<file path="config.mk">
export PLATFORM = sky130hd
export DESIGN_NAME = seq_detector_flat
export DESIGN_NICKNAME = d
export VERILOG_FILES = /design/src/rtl/seq_det_pkg.sv /design/src/rtl/seq_detector_if.sv /design/src/rtl/seq_det_window.sv /design/src/rtl/seq_detector.sv /design/src/flat_wrapper.sv
export SDC_FILE = /design/constraint.sdc
export NUM_CORES = 1
export LEC_CHECK = 0
export BUFFER_PORTS_ARGS = -buffer_cell sky130_fd_sc_hd__buf_4
export CAP_MARGIN = 15
export CORE_AREA = 2 2 69 71
export CTS_BUF_LIST = sky130_fd_sc_hd__clkbuf_2
export CTS_CLUSTER_DIAMETER = 150
export DETAILED_ROUTE_END_ITERATION = 6
export DIE_AREA = 0 0 71 73
export PLACE_DENSITY = 0.83
export SLEW_MARGIN = 20
export SYNTH_ARGS = -nofsm -noshare
export SYNTH_HDL_FRONTEND = slang
export SYNTH_SLANG_ARGS = --single-unit
</file>
<file path="constraint.sdc">
create_clock -name clk -period 3.4 [get_ports clk]
set_clock_uncertainty 0.1 [all_clocks]
set_input_delay 0.34 -clock clk [delete_from_list [all_inputs] [get_ports clk]]
set_output_delay 0.34 -clock clk [all_outputs]
set_load 0.01 [all_outputs]
</file>
<file path="src/rtl/seq_det_pkg.sv">
// Shared constants and helpers for the programmable symbol-sequence detector.
package seq_det_pkg;

    localparam logic MODE_RUN   = 1'b0;
    localparam logic MODE_EXACT = 1'b1;

    function automatic int unsigned len_w(input int unsigned max_len);
        return $clog2(max_len + 1);
    endfunction

    // Element k of the reset pattern: (k+1) mod 2^sym_w
    function automatic int unsigned reset_sym(input int unsigned k, input int unsigned sym_w);
        return (sym_w >= 32) ? (k + 1) : ((k + 1) % (32'd1 << sym_w));
    endfunction

    function automatic int unsigned reset_len(input int unsigned max_len);
        return (max_len < 3) ? max_len : 3;
    endfunction

endpackage

</file>
<file path="src/rtl/seq_detector_if.sv">
// Symbol stream, configuration and status bundle of the sequence detector.
interface seq_detector_if
    import seq_det_pkg::*;
#(
    parameter int unsigned SYM_W   = 2,
    parameter int unsigned MAX_LEN = 4,
    parameter int unsigned CNT_W   = 8
);
    localparam int unsigned LEN_W = len_w(MAX_LEN);

    logic                       valid;
    logic [SYM_W-1:0]           sym;
    logic                       cfg_we;
    logic [MAX_LEN*SYM_W-1:0]   cfg_pattern;
    logic [LEN_W-1:0]           cfg_len;
    logic                       cfg_mode;
    logic                       cfg_overlap;
    logic                       hit;
    logic [CNT_W-1:0]           match_cnt;
    logic [LEN_W-1:0]           progress;

    modport master (
        output valid, sym, cfg_we, cfg_pattern, cfg_len, cfg_mode, cfg_overlap,
        input  hit, match_cnt, progress
    );

    modport slave (
        input  valid, sym, cfg_we, cfg_pattern, cfg_len, cfg_mode, cfg_overlap,
        output hit, match_cnt, progress
    );

endinterface

</file>
<file path="src/rtl/seq_det_window.sv">
// Exact-mode window: history of recent symbols, saturating fill count and
// a len-masked comparison of the newest len symbols against the pattern.
module seq_det_window
    import seq_det_pkg::*;
#(
    parameter int unsigned SYM_W   = 2,
    parameter int unsigned MAX_LEN = 4
) (
    input  logic                          clk,
    input  logic                          reset,
    input  logic                          i_clr,
    input  logic                          i_shift,
    input  logic [SYM_W-1:0]              i_sym,
    input  logic [MAX_LEN*SYM_W-1:0]      i_pat,
    input  logic [len_w(MAX_LEN)-1:0]     i_len,
    input  logic                          i_overlap,
    output logic                          o_match_c,
    output logic [len_w(MAX_LEN)-1:0]     o_fill_nxt_c
);
    localparam int unsigned LEN_W  = len_w(MAX_LEN);
    localparam int unsigned HIST_D = (MAX_LEN > 1) ? MAX_LEN - 1 : 1;

    logic [SYM_W-1:0] r_hist [HIST_D];
    logic [LEN_W-1:0] r_fill;

    logic [SYM_W-1:0] w_hist_nxt [MAX_LEN];
    logic [LEN_W-1:0] w_fill_inc;
    logic             w_eq;
    logic             w_match;

    // Window as it would look with the incoming symbol at index 0 (newest)
    always_comb begin
        w_hist_nxt[0] = i_sym;
        for (int unsigned j = 1; j < MAX_LEN; j++) begin
            w_hist_nxt[j] = r_hist[j-1];
        end
        w_fill_inc = (r_fill == LEN_W'(MAX_LEN)) ? r_fill : r_fill + LEN_W'(1);

        // newest symbol pairs with pat[len-1], oldest relevant with pat[0]
        w_eq = 1'b1;
        for (int unsigned j = 0; j < MAX_LEN; j++) begin
            for (int unsigned k = 0; k < MAX_LEN; k++) begin
                if ((j + k + 1) == 32'(i_len)) begin
                    if (w_hist_nxt[j] != i_pat[k*SYM_W +: SYM_W]) begin
                        w_eq = 1'b0;
                    end
                end
            end
        end

        w_match = i_shift && (i_len != '0) && (w_fill_inc >= i_len) && w_eq;

        o_fill_nxt_c = r_fill;
        if (i_shift) begin
            o_fill_nxt_c = (w_match && !i_overlap) ? '0 : w_fill_inc;
        end
        o_match_c = w_match;
    end

    always_ff @(posedge clk or posedge reset) begin
        if (reset) begin
            r_hist <= '{default: '0};
            r_fill <= '0;
        end else if (i_clr) begin
            r_hist <= '{default: '0};
            r_fill <= '0;
        end else if (i_shift) begin
            for (int unsigned j = 0; j < HIST_D; j++) begin
                r_hist[j] <= w_hist_nxt[j];
            end
            r_fill <= o_fill_nxt_c;
        end
    end

endmodule

</file>
<file path="src/rtl/seq_detector.sv">
// Programmable symbol-sequence detector: config registers, run-mode FSM,
// exact-mode window, registered hit and saturating match counter.
module seq_detector
    import seq_det_pkg::*;
#(
    parameter int unsigned SYM_W   = 2,
    parameter int unsigned MAX_LEN = 4,
    parameter int unsigned CNT_W   = 8
) (
    input  logic           clk,
    input  logic           reset,
    seq_detector_if.slave  bus
);
    localparam int unsigned LEN_W = len_w(MAX_LEN);

    localparam logic [LEN_W-1:0] ST_IDLE  = LEN_W'(0);
    localparam logic [LEN_W-1:0] ST_FIRST = LEN_W'(1);

    logic [MAX_LEN*SYM_W-1:0] r_pat;
    logic [LEN_W-1:0]         r_len;
    logic                     r_mode;
    logic                     r_overlap;
    logic [LEN_W-1:0]         r_state;
    logic                     r_hit;
    logic [CNT_W-1:0]         r_cnt;
    logic [LEN_W-1:0]         r_progress;

    logic                     w_take;
    logic                     w_take_run;
    logic                     w_take_exact;
    logic [SYM_W-1:0]         w_cur;
    logic [SYM_W-1:0]         w_prev;
    logic [LEN_W-1:0]         w_state_nxt;
    logic                     w_hit_nxt;
    logic [LEN_W-1:0]         w_progress_nxt;
    logic [LEN_W-1:0]         w_cfg_len;
    logic                     w_match;
    logic [LEN_W-1:0]         w_fill_nxt;

    seq_det_window #(
        .SYM_W   (SYM_W),
        .MAX_LEN (MAX_LEN)
    ) u_window (
        .clk          (clk),
        .reset        (reset),
        .i_clr        (bus.cfg_we),
        .i_shift      (w_take_exact),
        .i_sym        (bus.sym),
        .i_pat        (r_pat),
        .i_len        (r_len),
        .i_overlap    (r_overlap),
        .o_match_c    (w_match),
        .o_fill_nxt_c (w_fill_nxt)
    );

    // Next-state and hit decode; cfg_we suppresses the symbol in the same cycle
    always_comb begin
        w_take       = bus.valid && !bus.cfg_we && (r_len != '0);
        w_take_run   = w_take && (r_mode == MODE_RUN);
        w_take_exact = w_take && (r_mode == MODE_EXACT);

        w_cur  = '0;
        w_prev = '0;
        for (int unsigned k = 0; k < MAX_LEN; k++) begin
            if (32'(r_state) == k)     w_cur  = r_pat[k*SYM_W +: SYM_W];
            if (32'(r_state) == k + 1) w_prev = r_pat[k*SYM_W +: SYM_W];
        end

        w_state_nxt = r_state;
        if (w_take_run) begin
            if ((r_state < r_len) && (bus.sym == w_cur)) begin
                w_state_nxt = r_state + LEN_W'(1);
            end else if ((r_state != ST_IDLE) && (bus.sym == w_prev)) begin
                w_state_nxt = r_state;
            end else if (bus.sym == r_pat[SYM_W-1:0]) begin
                w_state_nxt = ST_FIRST;
            end else begin
                w_state_nxt = ST_IDLE;
            end
        end

        w_hit_nxt = 1'b0;
        if (w_take_run)   w_hit_nxt = (w_state_nxt == r_len);
        if (w_take_exact) w_hit_nxt = w_match;

        w_progress_nxt = (r_mode == MODE_EXACT) ? w_fill_nxt : w_state_nxt;

        w_cfg_len = (32'(bus.cfg_len) > MAX_LEN) ? LEN_W'(MAX_LEN) : bus.cfg_len;
    end

    always_ff @(posedge clk or posedge reset) begin
        if (reset) begin
            for (int unsigned k = 0; k < MAX_LEN; k++) begin
                r_pat[k*SYM_W +: SYM_W] <= SYM_W'(reset_sym(k, SYM_W));
            end
            r_len      <= LEN_W'(reset_len(MAX_LEN));
            r_mode     <= MODE_RUN;
            r_overlap  <= 1'b1;
            r_state    <= ST_IDLE;
            r_hit      <= 1'b0;
            r_cnt      <= '0;
            r_progress <= '0;
        end else if (bus.cfg_we) begin
            r_pat      <= bus.cfg_pattern;
            r_len      <= w_cfg_len;
            r_mode     <= bus.cfg_mode;
            r_overlap  <= bus.cfg_overlap;
            r_state    <= ST_IDLE;
            r_hit      <= 1'b0;
            r_cnt      <= '0;
            r_progress <= '0;
        end else begin
            r_state    <= w_state_nxt;
            r_hit      <= w_hit_nxt;
            r_progress <= w_progress_nxt;
            if (r_hit && !(&r_cnt)) begin
                r_cnt <= r_cnt + CNT_W'(1);
            end
        end
    end

    assign bus.hit       = r_hit;
    assign bus.match_cnt = r_cnt;
    assign bus.progress  = r_progress;

endmodule

</file>
<file path="src/flat_wrapper.sv">
// flat-port wrapper written by rule: the top's interface ports become plain ports
module seq_detector_flat import seq_det_pkg::*;
#(
    parameter int unsigned SYM_W   = 2,
    parameter int unsigned MAX_LEN = 4,
    parameter int unsigned CNT_W   = 8
)
  (clk, reset, bus_valid, bus_sym, bus_cfg_we, bus_cfg_pattern, bus_cfg_len, bus_cfg_mode, bus_cfg_overlap, bus_hit, bus_match_cnt, bus_progress);
  seq_detector_if #(.SYM_W(SYM_W), .MAX_LEN(MAX_LEN), .CNT_W(CNT_W)) bus_i ();
  input  logic clk;
  input  logic reset;
  input wire logic [$bits(bus_i.valid)-1:0] bus_valid;
  input wire logic [$bits(bus_i.sym)-1:0] bus_sym;
  input wire logic [$bits(bus_i.cfg_we)-1:0] bus_cfg_we;
  input wire logic [$bits(bus_i.cfg_pattern)-1:0] bus_cfg_pattern;
  input wire logic [$bits(bus_i.cfg_len)-1:0] bus_cfg_len;
  input wire logic [$bits(bus_i.cfg_mode)-1:0] bus_cfg_mode;
  input wire logic [$bits(bus_i.cfg_overlap)-1:0] bus_cfg_overlap;
  output wire logic [$bits(bus_i.hit)-1:0] bus_hit;
  output wire logic [$bits(bus_i.match_cnt)-1:0] bus_match_cnt;
  output wire logic [$bits(bus_i.progress)-1:0] bus_progress;
  assign bus_i.valid = bus_valid;
  assign bus_i.sym = bus_sym;
  assign bus_i.cfg_we = bus_cfg_we;
  assign bus_i.cfg_pattern = bus_cfg_pattern;
  assign bus_i.cfg_len = bus_cfg_len;
  assign bus_i.cfg_mode = bus_cfg_mode;
  assign bus_i.cfg_overlap = bus_cfg_overlap;
  assign bus_hit = bus_i.hit;
  assign bus_match_cnt = bus_i.match_cnt;
  assign bus_progress = bus_i.progress;
  seq_detector #(.SYM_W(SYM_W), .MAX_LEN(MAX_LEN), .CNT_W(CNT_W)) u_core (.clk(clk), .reset(reset), .bus(bus_i));
endmodule
</file>
==> flow_summary_export.csv, run 1 <==
group,metric,value,unit
power_and_ir_drop,p_leak,1.28,nW
timing,slew-limit-headroom,0.406,
placed_design,placedInstanceArea,2780,µm²
grt,grt_pass1_wl,9760,µm
detailed_routing,wire_per_inst,16.5,µm
timing,setup_viol,0,
detailed_routing,drtPass1Iterations,5,
final_layout,multi_input_area,1490,µm²
cts,clock_path_buffers,2,
final_layout,final_nets,334,
detailed_routing,detail_route.vias_per_cell,6.12,
floorplanning,initial_utilization,0.569,
synthesis,synth_top_cell_by_area,"dfrtp_1",
final_layout,diodes,0,
outcome,status,"finished with violations",
worst_setup_path,path_max_fanout,10,
synthesis,syn_nets,319,
synthesis,syn_area_per_cell,9.00,µm²
synthesis,synth_top_area_frac,0.291,
floorplanning,placeableCoreArea,4540,µm²
power_and_ir_drop,max-vdd-ir-drop,233,µV
floorplanning,die-height,73,µm
detailed_routing,ant_nets,0,
worst_setup_path,cp-startpoint,"u_core.r_state[2]$_DFF_PP0_",
synthesis,yosysWarnings,0,
synthesis,synth_area_leaders,"dfrtp_1 29%, xnor2_1 7.5%, dfstp_2 7.1%",
grt,grt_use_total,0.240,
synthesis,synth-edff-count,0,
synthesis,synthFlopType,"dfrtp_1",
grt,grt_pass1_vias,2085,
final_layout,area_growth,10.6,%
timing,fmax,318,MHz
detailed_routing,post-route-drc-count,0,
placed_design,gp_congestion,0.883,
timing,hold_ws,-0.0103,ns
timing,rsz0062_at_grt,"false",
cts,cts_root_buf,"clkbuf_2",
synthesis,synth-seq-area-share,0.362,
placed_design,dp_hpwl,4300,µm
worst_setup_path,path_class,"flip-flop to flip-flop",
cts,cts_tree,"built",
worst_setup_path,crit_required,3.63,ns
final_layout,drive_gt1_frac,0.195,
timing,setup_tns,0,ns
floorplanning,dieWidth,71,µm
timing,fin_crit,3.15,ns
power_and_ir_drop,powerDensity,346,nW/µm²
floorplanning,die-area,5180,µm²
final_layout,nFillCells,380,
detailed_routing,finalWirelength,5900,µm
cts,cts_resized,0,
cts,cts_max_level,2,
worst_setup_path,startpoint_type,"flip-flop",
outcome,violations,"hold timing",
worst_hold_path,hold_class,"input pin to async pin",
cts,cts.clk_slew.worst_paths,0.21,ns
final_layout,final_core_util,0.630,
grt,grt_overflow,0,
cts,cts_setup_buffers,0,
final_layout,area.sequential,935,µm²
timing,min_period_over_period,0.926,
worst_setup_path,worstPathArrival,3.38,ns
grt,antenna_found_initial,0,
cts,worst_skew_pair.late_latency,0.41,ns
worst_setup_path,critPathCaptureType,"flip-flop",
synthesis,netlist_instances,287,
timing,tightestPinTransition,0.889,ns
floorplanning,rows,25,
placed_design,portBuffers,30,
worst_setup_path,timing.rr.start,"u_core.r_state[2]$_DFF_PP0_",
cts,clkSinkCount,37,
detailed_routing,drt-initial-drc-count,189,
detailed_routing,num_vias,2185,
synthesis,yosys.cell_types.count,47,
synthesis,synth_area,2580,µm²
grt,grt_max_degree,34,
synthesis,ys_seq_elements,37,
final_layout,final_area,2860,µm²
cts,cts_buffers,5,
flow_run,maxCapViolCount,0,
floorplanning,io_pins,31,
timing,finalHoldViolations,9,
synthesis,synthArstFlopShare,1.00,
timing,slew_violations,0,
==> state kept, by name, summed over array words and instances (netlist names), 3 cells and up <==
signal,flops
u_core.u_window.r_fill,3
u_core.r_state,3
u_core.bus.match_cnt,8
u_core.u_window.r_hist,6
u_core.bus.progress,3
u_core.r_pat,8
u_core.r_len,3
==> metrics by stage <==
step           power, W  hold WS [ns]  setup WS [ns]  std cells
2_1_floorplan  0.000655         0.305          0.640        287
3_3_place_gp   0.000705         0.409          0.446        348
3_5_place_dp   0.000713         0.413          0.295        348
4_1_cts        0.000989       0.00941          0.282        357
5_1_grt         0.00103        0.0136          0.130        357
6_report       0.000988       -0.0103          0.251        357
==> kinds of logic after synthesis <==
group,share of synthesized area
AO/OA/AOI/OAI,0.162
AND/OR/NAND/NOR,0.180
flip-flops,0.362
buffers and inverters,0.0615
multiplexers,0.0388
adder cells (fa/ha/maj),0.0630
XOR/XNOR,0.132
==> report_power, final <==
group | leakage (nW) | switching, W | total [W] | internal (W)
combinational | 0.762 | 0.000102 | 0.000195 | 0.0000932
clock | 0.0366 | 0.000157 | 0.000279 | 0.000122
sequential | 0.478 | 0.0000462 | 0.000514 | 0.000468
==> per-layer routing <==
metal | up-vias | routed length [µm] | global-route usage
met5 | - | 0 | 0
met4 | 0 | 155 | 0.103
met3 | 15 | 305 | 0.0304
met2 | 81 | 2970 | 0.402
met1 | 1054 | 2470 | 0.313
li1 | 1035 | - | -
==> final timing paths <==
kind	endpoint	slack (ns)	depth (start not counted)
setup / recovery	u_core.bus.hit$_DFF_PP0_	0.25	10
hold / removal	u_core.r_state[1]$_DFF_PP0_	-0.01	2
setup reg to reg	u_core.bus.hit$_DFF_PP0_	0.25	10
hold reg to reg	u_core.r_overlap$_DFFE_PP1P_	0.43	2
min in group clk	u_core.r_len[1]$_DFFE_PP1P_	0.03	3
max in group asynchronous	u_core.r_overlap$_DFFE_PP1P_	2.42	3
==> cell usage after synthesis (2+ instances only) <==
master,number
a21oi_1,14
o22ai_1,2
nand2b_1,2
nand3b_1,4
buf_2,4
a22oi_1,4
nor2_1,14
a311oi_1,3
a211oi_1,2
a21o_1,2
inv_1,14
xnor2_1,22
ha_1,13
a31oi_1,2
clkbuf_1,19
a211o_1,3
dfrtp_1,30
o21ai_0,13
o311a_1,2
dfstp_2,7
nand4_1,8
nand3_1,17
mux2_2,8
and3_1,2
xor2_1,17
nor4_1,4
nand2_1,24
nor2b_1,8
o21a_1,2
or3_1,4
==> placed cells by master, fill, tap and decap left out, types with 2 or more instances in the layout <==
cell | synthesis | final
o311a_1 | 2 | 2
clkbuf_2 | 0 | 5
nand2b_1 | 2 | 2
and3_1 | 2 | 2
ha_1 | 13 | 13
inv_1 | 14 | 14
a21o_1 | 2 | 2
o22ai_1 | 2 | 2
a311oi_1 | 3 | 3
nand4_1 | 8 | 8
o21a_1 | 2 | 2
a21oi_1 | 14 | 14
xor2_1 | 17 | 17
dfrtp_1 | 30 | 30
dfstp_2 | 7 | 7
nand3_1 | 17 | 17
mux2_2 | 8 | 8
or3_1 | 4 | 4
a211oi_1 | 2 | 2
a22oi_1 | 4 | 4
nor2_1 | 14 | 14
a211o_1 | 3 | 3
nor4_1 | 4 | 4
nor2b_1 | 8 | 8
buf_4 | 0 | 31
nand3b_1 | 4 | 4
xnor2_1 | 22 | 22
a31oi_1 | 2 | 2
o21ai_0 | 13 | 13
nand2_1 | 24 | 24
==> what timing repair did <==
item / CTS / global route
setup endpoints to repair: 0 / 0
endpoints found under the hold margin: 2 / 0
hold buffers: 1 / 0
==> layout make-up <==
cell class | count | area share
sequential | 37 | 0.327
timing repair buffer | 32 | 0.0850
multi-input combinational | 211 | 0.521
clock inverter | 3 | 0.0145
clock buffer | 5 | 0.00876
tap | 54 | 0.0237
inverter | 15 | 0.0197
==> worst max-delay path, cell delays in order, from the launching register on <==
cell      delay [ns]
dfrtp_1         0.56
inv_1           0.14
ha_1            0.31
or2_4           0.26
a211o_1         0.25
a21o_1          0.18
a211oi_1        0.51
a211o_1         0.19
nand3_1         0.11
xnor2_1         0.16
o41ai_2         0.32
No activity file was read; power rests on OpenSTA's default activity.
==> run 2, diff against run 1 <==
- CORE_AREA: 2 2 69 71 -> 2 2 72 74
- DIE_AREA: 0 0 71 73 -> 0 0 74 76
- PLACE_DENSITY: 0.83 -> 0.82
- SYNTH_HIERARCHICAL: not set -> 1
==> run 2 against run 1 <==
Effect of this change:
- the run now ends clean
- clock power rose by 4%
- global-route usage decreased by 1.2 points
- cell count is 10% higher
- highest routed layer unchanged
==> flow_summary_export.csv, run 2 <==
group,metric,value,unit
grt,grt_pass1_vias,2173,
floorplanning,die-area,5620,µm²
synthesis,synth_area_leaders,"dfrtp_1 27%, xor2_1 9.1%, dfstp_2 6.6%",
power_and_ir_drop,power.total,0.00102,W
detailed_routing,ant_nets,0,
worst_hold_path,min_from,"bus_cfg_pattern[6]",
worst_setup_path,worstPathCellList,"ha_1 > ha_1 > or2_1 > a211oi_1 > o21ai_1 > a211oi_4 > nand3_1 > o21ai_0 > nor3_4 > xnor2_1 > o31ai_1",
final_layout,final_cell_mix,"32 x buf_4, 30 x dfrtp_1, 29 x nor2_1, 29 x xor2_1, 28 x nand2_1",
final_layout,area_growth,10.8,%
worst_setup_path,critPathMostFrequentCell,"ha_1",
timing,setup_viol,0,
final_layout,final_core_util,0.632,
detailed_routing,drtPass1Iterations,4,
power_and_ir_drop,p_seq_frac,0.503,
power_and_ir_drop,p_int,0.000698,W
final_layout,final_nets,354,
timing,slew_violations,0,
timing,slew-limit-headroom,0.513,
worst_setup_path,critical_path.top_delay_family,"compound AO/OA/AOI/OAI gates",
cts,cts_buffers,5,
final_layout,drive_gt1_frac,0.235,
cts,clock_path_buffers,2,
cts,cts.clk_slew.worst_paths,0.21,ns
outcome,status,"completed",
final_layout,final_common_cell,"buf_4",
worst_setup_path,cpPeakStageDelay,0.47,ns
worst_hold_path,hold_class,"input pin to flip-flop",
floorplanning,die-height,76,µm
power_and_ir_drop,p_clk_frac,0.285,
cts,cts_max_level,2,
flow_run,maxCapViolCount,0,
cts,clkSinkCount,37,
worst_setup_path,crit_path_top_delay_cell,"dfrtp_1",
synthesis,synth-seq-area-share,0.334,
floorplanning,placeableCoreArea,4910,µm²
detailed_routing,num_vias,2174,
detailed_routing,detail_route.vias_per_cell,5.53,
worst_setup_path,endpoint,"u_core/bus.hit$_DFF_PP0_",
detailed_routing,wire_per_inst,14.8,µm
synthesis,syn_nets,328,
floorplanning,rows,26,
worst_setup_path,cp.depth,11,
detailed_routing,finalWirelength,5840,µm
synthesis,yosysWarnings,6,
power_and_ir_drop,comb_power_share,0.212,
synthesis,netlist_instances,296,
synthesis,yosys.cell_types.count,61,
placed_design,gp_congestion,0.875,
worst_setup_path,reg2regPathDepth,11,
timing,setup_tns,0,ns
power_and_ir_drop,powerDensity,328,nW/µm²
timing,min_period_over_period,0.876,
synthesis,ys_seq_elements,37,
detailed_routing,drt-initial-drc-count,168,
final_layout,nFillCells,412,
timing,fin_crit,2.98,ns
worst_setup_path,path_max_fanout,9,
worst_setup_path,crit_required,3.65,ns
grt,grt_use_total,0.227,
synthesis,synthArstFlopShare,1.00,
power_and_ir_drop,switching_share,0.316,
worst_setup_path,cp-startpoint,"u_core/r_state[0]$_DFF_PP0_",
synthesis,synth_top_area_frac,0.268,
worst_setup_path,critPathCaptureType,"flip-flop",
timing,finalHoldViolations,0,
worst_setup_path,path_class,"flip-flop to flip-flop",
grt,grt_max_degree,43,
floorplanning,io_pins,31,
grt,grt_overflow,0,
power_and_ir_drop,max-vdd-ir-drop,180,µV
worst_setup_path,timing.rr.start,"u_core/r_state[0]$_DFF_PP0_",
timing,rsz0062_at_grt,"false",
grt,grt_pass1_wl,10100,µm
worst_setup_path,r2r-end,"u_core/bus.hit$_DFF_PP0_",
synthesis,synth_top_cell_by_area,"dfrtp_1",
worst_setup_path,path_buf_inv,0,
synthesis,yosysMostFrequentCell,"dfrtp_1",
worst_setup_path,r2r_slack,0.42,ns
cts,cts_root_buf,"clkbuf_2",
grt,antenna_found_initial,0,
timing,tightestPinTransition,0.724,ns
timing,final.setup.worst_slack,0.423,ns
synthesis,synth-edff-count,0,
synthesis,syn_area_per_cell,9.46,µm²
floorplanning,initial_utilization,0.570,
cts,cts_tree,"built",
synthesis,synth_area,2800,µm²
placed_design,place_ws,0.486,ns
worst_setup_path,startpoint_type,"flip-flop",
floorplanning,dieWidth,74,µm
final_layout,diodes,0,
placed_design,dp_hpwl,4260,µm
cts,cts_resized,0,
placed_design,portBuffers,30,
worst_setup_path,worstPathArrival,3.23,ns
synthesis,synth_commonest_cells,"30 x dfrtp_1, 29 x nor2_1, 29 x xor2_1, 28 x nand2_1",
power_and_ir_drop,switchingPower,0.000322,W
power_and_ir_drop,p_leak,1.34,nW
detailed_routing,post-route-drc-count,0,
timing,fmax,336,MHz
cts,worst_skew_pair.late_latency,0.42,ns
synthesis,synthFlopType,"dfrtp_1",
run 2: worst reg2reg max path, stage by stage (launching register included):
cell	delay, ns
dfrtp_1	0.47
ha_1	0.23
ha_1	0.28
or2_1	0.27
a211oi_1	0.24
o21ai_1	0.15
a211oi_4	0.40
nand3_1	0.13
o21ai_0	0.19
nor3_4	0.08
xnor2_1	0.14
o31ai_1	0.25
run 2: repair_timing:
item                                   4_1_cts  5_1_grt
hold buffers                                 3        0
endpoints found under the hold margin       17        0
buffers inserted                             0        0
run 2: cells by family (layout without fill, tap and decap cells):
kind of cell             Yosys count  in the layout  share of synthesized area
adder cells (fa/ha/maj)           13             13                     0.0581
multiplexers                      15             15                     0.0572
flip-flops                        37             37                      0.334
AO/OA/AOI/OAI                     55             55                      0.162
AND/OR/NAND/NOR                   99             99                      0.182
buffers and inverters             32             59                     0.0670
XOR/XNOR                          45             45                      0.141
run 2: per-stage QoR:
step | area (µm²) | hold WS (ns) | std cells
finish | 3100 | 0.0283 | 393
global route | 3100 | 0.00301 | 393
CTS | 3100 | 0.0127 | 393
detailed placement | 3000 | 0.249 | 382
global placement | 3000 | 0.240 | 382
floorplan | 2800 | 0.0679 | 296
run 2: layout make-up:
type	instances	area, µm²	area share
Clock buffer	5	25.0	0.00806
Timing Repair Buffer	35	270	0.0871
Clock inverter	3	46.3	0.0149
Inverter	16	60.1	0.0194
Tap cell	70	87.6	0.0282
Sequential cell	37	935	0.301
Multi-Input combinational cell	227	1680	0.541
run 2: power by group through the flow:
| stage | clock (W) | sequential [W] | combinational (W) |
|---|---|---|---|
| global placement | 0 | 0.000519 | 0.000207 |
| CTS | 0.000301 | 0.000513 | 0.000217 |
| floorplan | 0 | 0.000507 | 0.000168 |
| detailed placement | 0 | 0.000520 | 0.000213 |
| global route | 0.000316 | 0.000518 | 0.000241 |
| finish | 0.000290 | 0.000513 | 0.000216 |
run 2: per-layer routing:
| metal | global-route usage | up-vias | part of all wire |
|---|---|---|---|
| met5 | 0 | - | 0 |
| met4 | 0.0691 | 0 | 0.016 |
| met3 | 0.0344 | 8 | 0.034 |
| met2 | 0.368 | 38 | 0.50 |
| met1 | 0.311 | 1057 | 0.45 |
| li1 | - | 1071 | - |
run 2: worst min-delay path by stage:
stage | cells after the start | slack (ns) | endpoint
after floorplan | 1 | 0.07 | u_core/u_window/r_fill[0]$_DFFE_PP0P_
after global placement | 2 | 0.24 | u_core/u_window/r_hist[1]$_DFFE_PP0P_
after detailed placement | 2 | 0.25 | u_core/u_window/r_hist[1]$_DFFE_PP0P_
after CTS | 3 | 0.01 | u_core/r_pat[0]$_DFFE_PP1P_
after global routing | 2 | 0.003 | u_core/r_overlap$_DFFE_PP1P_
final | 2 | 0.03 | u_core/r_pat[6]$_DFFE_PP0P_
==> run 3, diff against run 2 <==
- MAX_ROUTING_LAYER: not set -> met4
==> run 3 against run 2 <==
Effect of this change:
- wire length is 0.22% lower
- via count is 0.51% lower
- cell count stayed put
- largest power group unchanged
- count of clock-buffer cells in the layout stayed put
- power is 0.12% higher
- combinational power hardly changed
- sequential share of layout area stayed put
- highest routed layer unchanged
==> flow_summary_export.csv, run 3 (synthesized netlist as in run 2, its figures left out) <==
group,metric,value,unit
detailed_routing,post-route-drc-count,0,
final_layout,drive_gt1_frac,0.235,
worst_hold_path,min_to,"u_core/r_overlap$_DFFE_PP1P_",
worst_setup_path,r2r_slack,0.43,ns
worst_hold_path,hold_class,"input pin to flip-flop",
cts,cts_tree,"built",
timing,finalHoldViolations,0,
floorplanning,die-area,5620,µm²
worst_setup_path,critPathCaptureType,"flip-flop",
detailed_routing,num_vias,2163,
timing,setup_tns,0,ns
detailed_routing,ant_nets,0,
detailed_routing,drtPass1Iterations,4,
final_layout,final_cell_mix,"32 x buf_4, 30 x dfrtp_1, 29 x nor2_1, 29 x xor2_1, 28 x nand2_1",
power_and_ir_drop,max-vdd-ir-drop,180,µV
detailed_routing,drt-initial-drc-count,167,
detailed_routing,detail_route.vias_per_cell,5.50,
floorplanning,rows,26,
final_layout,final_common_cell,"buf_4",
worst_setup_path,worstPathArrival,3.23,ns
grt,grt_pass1_wl,10200,µm
cts,cts_buffers,5,
timing,rsz0062_at_grt,"false",
worst_setup_path,path_max_fanout,9,
worst_hold_path,min_from,"bus_cfg_overlap",
floorplanning,placeableCoreArea,4910,µm²
cts,cts_setup_buffers,0,
floorplanning,initial_utilization,0.570,
detailed_routing,finalWirelength,5820,µm
worst_setup_path,reg2regPathDepth,11,
timing,slew_violations,0,
timing,slew-limit-headroom,0.506,
cts,clkSinkCount,37,
worst_setup_path,r2r-end,"u_core/bus.hit$_DFF_PP0_",
grt,antenna_found_initial,0,
cts,cts.clk_slew.worst_paths,0.22,ns
floorplanning,io_pins,31,
grt,grt_max_degree,43,
grt,grt_pass1_vias,2161,
final_layout,area_growth,10.8,%
placed_design,portBuffers,30,
cts,cts_root_buf,"clkbuf_2",
timing,fin_crit,2.97,ns
timing,setup_viol,0,
floorplanning,die-height,76,µm
timing,min_period_over_period,0.874,
floorplanning,dieWidth,74,µm
cts,worst_skew_pair.late_latency,0.43,ns
outcome,status,"completed",
final_layout,diodes,0,
power_and_ir_drop,p_leak,1.34,nW
grt,grt_overflow,0,
timing,fmax,336,MHz
worst_setup_path,startpoint_type,"flip-flop",
final_layout,final_nets,354,
grt,grt_use_total,0.234,
flow_run,maxCapViolCount,0,
worst_setup_path,timing.rr.start,"u_core/r_state[0]$_DFF_PP0_",
worst_setup_path,crit_required,3.65,ns
timing,tightestPinTransition,0.735,ns
placed_design,dp_hpwl,4260,µm
cts,cts_max_level,2,
worst_setup_path,path_class,"flip-flop to flip-flop",
placed_design,gp_congestion,0.889,
cts,clock_path_buffers,2,
worst_hold_path,holdPathStages,2,
power_and_ir_drop,powerDensity,329,nW/µm²
power_and_ir_drop,power.total,0.00102,W
detailed_routing,wire_per_inst,14.8,µm
final_layout,final_core_util,0.632,
[run 3: cell counts in the layout (fill, tap and decap cells not counted)]
Identical to the previous run, type by type.
[run 3: layout make-up]
| type | count | area, µm² |
|---|---|---|
| Fill cell | 412 | 1810 |
| Multi-Input combinational cell | 227 | 1680 |
| Sequential cell | 37 | 935 |
| Timing Repair Buffer | 35 | 270 |
| Tap cell | 70 | 87.6 |
| Inverter | 16 | 60.1 |
| Clock inverter | 3 | 46.3 |
| Clock buffer | 5 | 25.0 |
[run 3: repair_timing]
action                                 4_1_cts  5_1_grt
gates resized for setup                      0        0
hold buffers                                 3        0
endpoints found under the hold margin       17        0
[run 3: how the worst max path moves through the flow]
stage | from | endpoint | slack (ns) | depth (start not counted)
global placement | u_core/r_state[2]$_DFF_PP0_ | u_core/bus.hit$_DFF_PP0_ | 0.54 | 11
finish | u_core/r_state[0]$_DFF_PP0_ | u_core/bus.hit$_DFF_PP0_ | 0.43 | 11
CTS | u_core/r_state[0]$_DFF_PP0_ | u_core/bus.hit$_DFF_PP0_ | 0.46 | 11
floorplan | u_core/r_state[0]$_DFF_PP0_ | u_core/bus.hit$_DFF_PP0_ | 0.73 | 11
global route | u_core/r_state[2]$_DFF_PP0_ | u_core/bus.hit$_DFF_PP0_ | 0.05 | 11
detailed placement | u_core/r_state[0]$_DFF_PP0_ | u_core/bus.hit$_DFF_PP0_ | 0.49 | 11
[run 3: metal layers]
layer / part of all wire / global-route usage / vias to the layer above / wire length [µm]
met1: 0.45 / 0.312 / 1044 / 2650
met5: 0 / - / - / 0
met2: 0.49 / 0.369 / 39 / 2850
met4: 0.016 / 0.0691 / 0 / 96
li1: - / - / 1072 / -
met3: 0.039 / 0.0344 / 8 / 229
[run 3: power breakdown]
part	switching (W)	internal, W	leakage (nW)	total, W
Clock	0.000166	0.000125	0.0392	0.000291
Sequential	0.0000457	0.000468	0.477	0.000513
Combinational	0.000111	0.000105	0.819	0.000216
[run 3: through the flow]
stage	instances	setup slack, ns	hold WS (ns)	cell area [µm²]
after floorplan	296	0.734	0.0679	2800
after global placement	382	0.544	0.240	3000
after detailed placement	382	0.486	0.249	3000
after CTS	393	0.462	0.0127	3100
after global routing	393	0.0494	0.00300	3100
final	393	0.427	0.0231	3100
[run 3: critical path, stage by stage (launching register included)]
cell and delay (ns):
dfrtp_1 0.47, ha_1 0.22, ha_1 0.28, or2_1 0.27
a211oi_1 0.24, o21ai_1 0.15, a211oi_4 0.39, nand3_1 0.13
o21ai_0 0.19, nor3_4 0.08, xnor2_1 0.14, o31ai_1 0.24
